**src/rtl/run_dump_monitor_if.sv**
```systemverilog
// run_dump_monitor_if: data-memory read port plus the streamed dump port.
//   mem_addr   : word index driven by the monitor
//   mem_rdata  : combinational read data for mem_addr
//   dump_data  : streamed word
//   dump_valid : dump_data is valid
//   dump_ready : sink accepts the word
//   dump_eol   : current word ends a row
//   dump_last  : current word is the final word
// master = monitor side, slave = memory/sink side.
interface run_dump_monitor_if #(
  parameter int ADDR_W = 32,
  parameter int DATA_W = 32
);
  logic [ADDR_W-1:0] mem_addr;
  logic [DATA_W-1:0] mem_rdata;
  logic [DATA_W-1:0] dump_data;
  logic              dump_valid;
  logic              dump_ready;
  logic              dump_eol;
  logic              dump_last;

  modport master (
    output mem_addr, dump_data, dump_valid, dump_eol, dump_last,
    input  mem_rdata, dump_ready
  );
  modport slave (
    input  mem_addr, dump_data, dump_valid, dump_eol, dump_last,
    output mem_rdata, dump_ready
  );
endinterface

```
**src/rtl/run_dump_monitor.sv**
```systemverilog
// run_dump_monitor: run control and result dump for the single-cycle MIPS core.
// Watches pc for END_PC, enforces a RUN cycle limit, then freezes the core and
// streams DUMP_WORDS data-memory words starting at DUMP_BASE over a valid/ready
// port.
//   clk, reset (async, active low), enable (level arm)
//   pc          : current core PC
//   hold_cpu    : freeze core state updates while high
//   bus         : memory read port + dump stream (master modport)
//   done        : dump complete
//   timeout     : dump was triggered by the cycle limit
//   cycle_count : RUN cycles elapsed, saturating
module run_dump_monitor #(
  parameter int                ADDR_W     = 32,
  parameter int                DATA_W     = 32,
  parameter logic [ADDR_W-1:0] END_PC     = ADDR_W'(32'h78),
  parameter int                DUMP_BASE  = 32,
  parameter int                DUMP_WORDS = 96,
  parameter int                ROW_WORDS  = 16,
  parameter int                MAX_CYCLES = 100000,
  parameter int                CYC_W      = 32
) (
  input  logic                 clk,
  input  logic                 reset,
  input  logic                 enable,
  input  logic [ADDR_W-1:0]    pc,
  output logic                 hold_cpu,
  run_dump_monitor_if.master   bus,
  output logic                 done,
  output logic                 timeout,
  output logic [CYC_W-1:0]     cycle_count
);
  localparam int IDX_W = (DUMP_WORDS > 1) ? $clog2(DUMP_WORDS) : 1;
  localparam int COL_W = (ROW_WORDS > 1) ? $clog2(ROW_WORDS) : 1;
  localparam logic [CYC_W-1:0] LIMIT    = CYC_W'(MAX_CYCLES - 1);
  localparam logic [IDX_W-1:0] LAST_IDX = IDX_W'(DUMP_WORDS - 1);
  localparam logic [COL_W-1:0] LAST_COL = COL_W'(ROW_WORDS - 1);

  typedef enum logic [1:0] {IDLE, RUN, DUMP, DONE} state_t;

  state_t           state;
  logic [IDX_W-1:0] idx;
  // Column within the current row; avoids a modulo on idx for dump_eol.
  logic [COL_W-1:0] col;
  logic             dump_vld;
  logic             last_w;
  logic             pc_hit;

  assign last_w = (idx == LAST_IDX);
  assign pc_hit = (pc == END_PC);

  always_ff @(posedge clk or negedge reset) begin
    if (!reset) begin
      state       <= IDLE;
      idx         <= '0;
      col         <= '0;
      cycle_count <= '0;
      hold_cpu    <= 1'b0;
      dump_vld    <= 1'b0;
      done        <= 1'b0;
      timeout     <= 1'b0;
    end else begin
      case (state)
        IDLE: begin
          if (enable) begin
            state       <= RUN;
            cycle_count <= '0;
          end
        end
        RUN: begin
          if (!enable) begin
            state       <= IDLE;
            cycle_count <= '0;
          end else begin
            // The triggering cycle is itself a RUN cycle and is counted.
            if (cycle_count != '1) cycle_count <= cycle_count + 1'b1;
            if (pc_hit || cycle_count == LIMIT) begin
              state    <= DUMP;
              timeout  <= !pc_hit;  // a pc match beats a coincident limit
              hold_cpu <= 1'b1;
              dump_vld <= 1'b1;
              idx      <= '0;
              col      <= '0;
            end
          end
        end
        DUMP: begin
          // enable is deliberately ignored: the dump always completes.
          if (bus.dump_ready) begin
            if (last_w) begin
              state    <= DONE;
              dump_vld <= 1'b0;
              done     <= 1'b1;
            end else begin
              idx <= idx + 1'b1;
              col <= (col == LAST_COL) ? '0 : col + 1'b1;
            end
          end
        end
        DONE: begin
          if (!enable) begin
            state       <= IDLE;
            done        <= 1'b0;
            timeout     <= 1'b0;
            hold_cpu    <= 1'b0;
            idx         <= '0;
            col         <= '0;
            cycle_count <= '0;
          end
        end
        default: state <= IDLE;
      endcase
    end
  end

  assign bus.mem_addr   = ADDR_W'(DUMP_BASE) + ADDR_W'(idx);
  assign bus.dump_valid = dump_vld;
  assign bus.dump_data  = dump_vld ? bus.mem_rdata : '0;
  assign bus.dump_last  = dump_vld & last_w;
  assign bus.dump_eol   = dump_vld & ((col == LAST_COL) | last_w);
endmodule

```
**src/flat_wrapper.sv**
```systemverilog
// flat-port wrapper written by rule: the top's interface ports become plain ports
module run_dump_monitor_flat 
#(
  parameter int                ADDR_W     = 32,
  parameter int                DATA_W     = 32,
  parameter logic [ADDR_W-1:0] END_PC     = ADDR_W'(32'h78),
  parameter int                DUMP_BASE  = 32,
  parameter int                DUMP_WORDS = 96,
  parameter int                ROW_WORDS  = 16,
  parameter int                MAX_CYCLES = 100000,
  parameter int                CYC_W      = 32
)
  (clk, reset, enable, pc, hold_cpu, done, timeout, cycle_count, bus_mem_addr, bus_dump_data, bus_dump_valid, bus_dump_eol, bus_dump_last, bus_mem_rdata, bus_dump_ready);
  run_dump_monitor_if #(.ADDR_W(ADDR_W), .DATA_W(DATA_W)) bus_i ();
  input  logic clk;
  input  logic reset;
  input  logic enable;
  input  logic [ADDR_W-1:0] pc;
  output logic hold_cpu;
  output logic done;
  output logic timeout;
  output logic [CYC_W-1:0] cycle_count;
  output wire logic [$bits(bus_i.mem_addr)-1:0] bus_mem_addr;
  output wire logic [$bits(bus_i.dump_data)-1:0] bus_dump_data;
  output wire logic [$bits(bus_i.dump_valid)-1:0] bus_dump_valid;
  output wire logic [$bits(bus_i.dump_eol)-1:0] bus_dump_eol;
  output wire logic [$bits(bus_i.dump_last)-1:0] bus_dump_last;
  input wire logic [$bits(bus_i.mem_rdata)-1:0] bus_mem_rdata;
  input wire logic [$bits(bus_i.dump_ready)-1:0] bus_dump_ready;
  assign bus_mem_addr = bus_i.mem_addr;
  assign bus_dump_data = bus_i.dump_data;
  assign bus_dump_valid = bus_i.dump_valid;
  assign bus_dump_eol = bus_i.dump_eol;
  assign bus_dump_last = bus_i.dump_last;
  assign bus_i.mem_rdata = bus_mem_rdata;
  assign bus_i.dump_ready = bus_dump_ready;
  run_dump_monitor #(.ADDR_W(ADDR_W), .DATA_W(DATA_W), .END_PC(END_PC), .DUMP_BASE(DUMP_BASE), .DUMP_WORDS(DUMP_WORDS), .ROW_WORDS(ROW_WORDS), .MAX_CYCLES(MAX_CYCLES), .CYC_W(CYC_W)) u_core (.clk(clk), .reset(reset), .enable(enable), .pc(pc), .hold_cpu(hold_cpu), .bus(bus_i), .done(done), .timeout(timeout), .cycle_count(cycle_count));
endmodule
```
**config.mk**
```make
export PLATFORM = sky130hd
export DESIGN_NAME = run_dump_monitor_flat
export DESIGN_NICKNAME = d
export VERILOG_FILES = /design/src/rtl/run_dump_monitor_if.sv /design/src/rtl/run_dump_monitor.sv /design/src/flat_wrapper.sv
export SDC_FILE = /design/constraint.sdc
export NUM_CORES = 1
export LEC_CHECK = 0
export CAP_MARGIN = 20
export CELL_PAD_IN_SITES_DETAIL_PLACEMENT = 1
export CELL_PAD_IN_SITES_GLOBAL_PLACEMENT = 1
export CORE_ASPECT_RATIO = 0.8
export CORE_MARGIN = 2
export CORE_UTILIZATION = 30
export CTS_CLUSTER_SIZE = 25
export DETAILED_ROUTE_END_ITERATION = 12
export HOLD_SLACK_MARGIN = 0.08
export PLACE_DENSITY = 0.82
export SYNTH_ARGS = -nofsm -noshare
export SYNTH_HDL_FRONTEND = slang
export SYNTH_SLANG_ARGS = --single-unit
```
**constraint.sdc**
```tcl
create_clock -name clk -period 5.5 [get_ports clk]
set_input_delay 1.65 -clock clk [delete_from_list [all_inputs] [get_ports clk]]
set_output_delay 1.65 -clock clk [all_outputs]
set_load 0.1 [all_outputs]
```
== Word-level counts from Yosys, hierarchy flattened ==
Cells that the tools add are included.
Storage, ports and cells
  bits in registers: 49
  input port bits: 68
  output and inout port bits: 102
Cells by class
  $add $sub $neg: 4
  equality and inequality tests: 17
  mux-type cells: 39
  bitwise operators: 3
  reductions and logical operators: 14
Operator list (number)
  two-way mux 32 bit: 5
  one-hot mux 32 bit (3 select lines): 1
  two-way mux 7 bit: 5
  adder 32 x 1 -> 32 bit (second input constant): 1
  equality test 32 x 17 -> 1 bit (second input constant): 1
  equality test 32 x 7 -> 1 bit (second input constant): 1
  != test 32 bit (second input constant): 1
  two-way mux 4 bit: 6
  one-hot mux 7 bit (3 select lines): 1
  two-way mux 2 bit: 6
  one-hot mux 4 bit (3 select lines): 1
  AND reduction 4 bit: 3
  != test 2 bit (second input constant): 5
  AND reduction 5 bit: 2
  two-way mux 1 bit: 9
  adder 6 x 7 -> 8 bit (first input constant): 1
  one-hot mux 1 bit (2 select lines): 4
  one-hot mux 2 bit (4 select lines): 1
  adder 7 x 1 -> 7 bit (second input constant): 1
  equality test 7 bit (second input constant): 1
  != test 3 x 2 -> 1 bit (second input constant): 2
  AND reduction 6 bit: 1
  nonzero test 2 bit: 3
  nonzero test 3 bit: 2
  10 further kinds: 13

== Depth between registers and ports, before layout ==
  word-level depth: 5
  depth in mapped cells: 9

== Worst setup path before layout ==
OpenSTA, ideal clock, no wires.
  path kind: register -> output
  start: reg u_core.dump_vld (netlist: u_core.bus.dump_valid)
  end: out bus_dump_eol
  arrival: 2.425 ns
  data required time: 3.850 ns
  path slack: 1.425 ns
  cell stages (with the launch flop): 2
  path buffers: 0
  cell sequence: dfrtp_1 nor2b_1
On the way
  longest elaborated chain between the ends: 1
RTL lines
  start: declaration: RTL line run_dump_monitor.sv:44  | logic dump_vld;
  start signal: assignment: RTL line run_dump_monitor.sv:58  | dump_vld <= 1'b0;
  start signal: assignment: RTL line run_dump_monitor.sv:80  | dump_vld <= 1'b1;
  start signal: assignment: RTL line run_dump_monitor.sv:91  | dump_vld <= 1'b0;
  bitwise AND 1 bit: RTL line run_dump_monitor.sv:119  | assign bus.dump_eol = dump_vld & ((col == LAST_COL) | last_w);
  end: declaration: RTL line flat_wrapper.sv:26  | output wire logic [$bits(bus_i.dump_eol)-1:0] bus_dump_eol;
Every way passes these cells.

== Worst setup path after layout ==
  start: reg u_core.idx[1]
  end: out bus_dump_eol
On the way
  longest elaborated chain between the ends: 3
RTL lines
  start: declaration: RTL line run_dump_monitor.sv:41  | logic [IDX_W-1:0] idx;
  start signal: assignment: RTL line run_dump_monitor.sv:94  | idx <= idx + 1'b1;
  equality test 7 bit: RTL line run_dump_monitor.sv:48  | assign last_w = (idx == LAST_IDX);
  OR 1 bit: RTL line run_dump_monitor.sv:119
  bitwise AND 1 bit: RTL line run_dump_monitor.sv:119
Every way passes these cells.

==> out/metrics.yaml <==
status: "finished clean"
numClockSinks: 49
syn_avg_cell_area_um2: 8.63
num_rows: 35
total_leakage_power_nw: 2.15
drc: 0
num_vias: 3791
post-route-min-period_ns: 4.34
ant_nets: 0
grt_max_degree: 50
ys.flop_type: "dfrtp_1"
switching_power_w: 0.000296
yosys.area.top_type_share_pct: 34.6
die_y_um: 101
wl_per_cell_um: 17.9
worst_pin_slew_ns: 1.00
crit_required_ns: 3.85
synth-edff-count: 0
hold_end: "u_core.col[1]"
grt_pass1_vias: 3767
crit_fanout: 5
hpwlAfterDp_mm: 9.05
cts_root_buf: "clkbuf_16"
path_buf_inv: 1
tns_ns: 0
rsz0062_at_grt: "false"
max_cap_viol_count: 0
viasPerCell: 5.50
dr.first_iter.drc_count: 189
p_sw_share_pct: 31.2
numPortBuffers: 145
cts_tree: "built"
die_area_mm2: 0.0127
synthTopCellsByArea: "dfrtp_1 35%, buf_4 7.0%, and2_1 6.3%"
grt_util_all_layers_pct: 18.9
place_congestion: 0.880
post-place-ws_ns: 1.29
antenna_cells: 0
r2r_slack_ns: 2.99
fp.dieW_um: 126
core_mm2: 0.0115
timing.rr.end: "u_core.cycle_count[3]"
slew_violations: 0
fmax_mhz: 231
ys_warn_count: 0
path_cells: "ha_1 > nand3_1 > nor2_1 > a31oi_1 > nor2b_1 > clkdlybuf4s50_1"
p_comb_share_pct: 22.3
cp-end-kind: "primary output"
drive_gt1_share_pct: 10.9
critical_path.top_delay_family: "buffers and inverters"
wl_mm: 12.3
worstPathArrival_ns: 2.69
cts.htree.levels: 2
synth_seq_cells: 49
clockBufferDepth: 2
ir_drop_uv: 123
ff2ff_path_depth: 5
synth_area_mm2: 0.00355
hp-start: "u_core.col[1]"
async_reset_ff_share_pct: 100
final-hold-violation-count: 0
numCtsBuffers: 5
hold_buffers: 0
cts_resized: 0
rr_startpoint: "u_core.cycle_count[7]"
crit_path_max_incr_delay_ns: 1.14
p_int_w: 0.000652
grt_overflow: 0
synth_common_cells: "49 x dfrtp_1, 36 x and2_1, 33 x buf_4"
power_frac_seq_pct: 39.0
antenna_found_initial: 0
io_pins: 170
synthToLayoutAreaGrowth_pct: 41.6
relSlewSlack_pct: 33.0
power.density_mw_per_mm2: 189
slowest_stage: "clkdlybuf4s50_1"
clk_pin_slew_worst_paths_ns: 0.07
yosysUniqueCellTypes: 57
finClkSkew_ns: 0.0105
final_nets: 612
pwr-share-clk_pct: 38.7
clock_latency_ns: 0.29
criticalPathCategory: "register to primary output"
grt_first_pass_wirelength_mm: 19.7
cts_setup_buffers: 0
start_kind: "register"
netlist_instances: 411
ys_seq_area_share_pct: 34.6
start_util_pct: 30.8
postLayoutCellArea_mm2: 0.00502
min_path_cells: 1
total_power_w: 0.000949
timing.final.setup_violations: 0
firstDrtPassIters: 4
dpl_cell_area_mm2: 0.00485
yosys.area.top_type: "dfrtp_1"
worst_slack_ns: 1.16
hold_class: "register to register"
post-route-period-util_pct: 78.8
synth_most_common_cell: "dfrtp_1"
metrics by stage:
step / hold WS, ns / util [%] / instances
after floorplan: 0.492 / - / 434
after global placement: 0.513 / 42.1 / 681
final: 0.543 / 43.6 / 689
after detailed placement: 0.530 / 42.1 / 681
after global routing: 0.577 / 43.6 / 689
after CTS: 0.551 / 43.6 / 689
flip-flops by register name, indices dropped and copies added, names as in the netlist, named ones only:
signal and flops:
u_core.cycle_count 32, u_core.col 4, u_core.hold_cpu 1, u_core.bus.dump_valid 1, u_core.done 1, u_core.state 1
u_core.timeout 1, u_core.idx 7
placed cells by master (no fill, tap or decap), types with 5 or more instances in the layout:
cell type	instances
a211o_1	5
a21oi_1	18
a31oi_1	6
and2_1	36
and3_1	7
buf_4	37
clkbuf_16	5
clkdlybuf4s50_1	112
conb_1	24
dfrtp_1	49
nand2_1	29
nand2b_1	6
nand3_1	20
nand4_1	16
nor2_1	22
nor3_1	8
nor3b_1	5
nor4_1	15
o21ai_0	20
o31ai_1	22
logic make-up (layout without fill, tap and decap cells):
group / Yosys count / after routing / share of synthesized area (%)
mux: 4 / 4 / 1.16
simple gates: 188 / 188 / 30.5
fa+ha+maj: 4 / 4 / 1.41
compound gates: 109 / 109 / 21.1
buf+inv: 55 / 162 / 10.9
xor+xnor: 1 / 1 / 0.247
other cells: 1 / 24 / 0.106
flops: 49 / 49 / 34.6
final cells by class:
cell class	instances	area [um2]
clock inverter	1	30.0
multi-input combinational	330	2020
fill	1343	6490
timing repair buffer	150	1400
clock buffer	7	143
inverter	4	15.0
tap	148	185
sequential	49	1230
worst max-delay path by stage:
stage / end / cells past startpoint / from / slack, ns
after floorplan: bus_dump_eol / 1 / u_core.bus.dump_valid / 1.42
after global placement: bus_dump_data[21] / 3 / bus_mem_rdata[21] / 1.29
after detailed placement: bus_dump_data[21] / 3 / bus_mem_rdata[21] / 1.29
after CTS: bus_dump_eol / 6 / u_core.idx[0] / 1.13
after global routing: bus_dump_eol / 6 / u_core.idx[1] / 0.99
final: bus_dump_eol / 6 / u_core.idx[1] / 1.16
layer usage:
layer,GRT usage [%],routed length [um]
met1,25.4,5530
met3,3.38,888
met5,0,0
met2,32.0,5750
met4,4.70,144
power groups by stage:
stage	clock network [W]	logic (W)	registers, W
CTS	0.000372	0.000212	0.000370
finish	0.000367	0.000212	0.000370
global placement	0	0.000209	0.000376
global route	0.000385	0.000222	0.000370
floorplan	0	0.000142	0.000383
detailed placement	0	0.000212	0.000377
(Power assumes the default switching activity.)
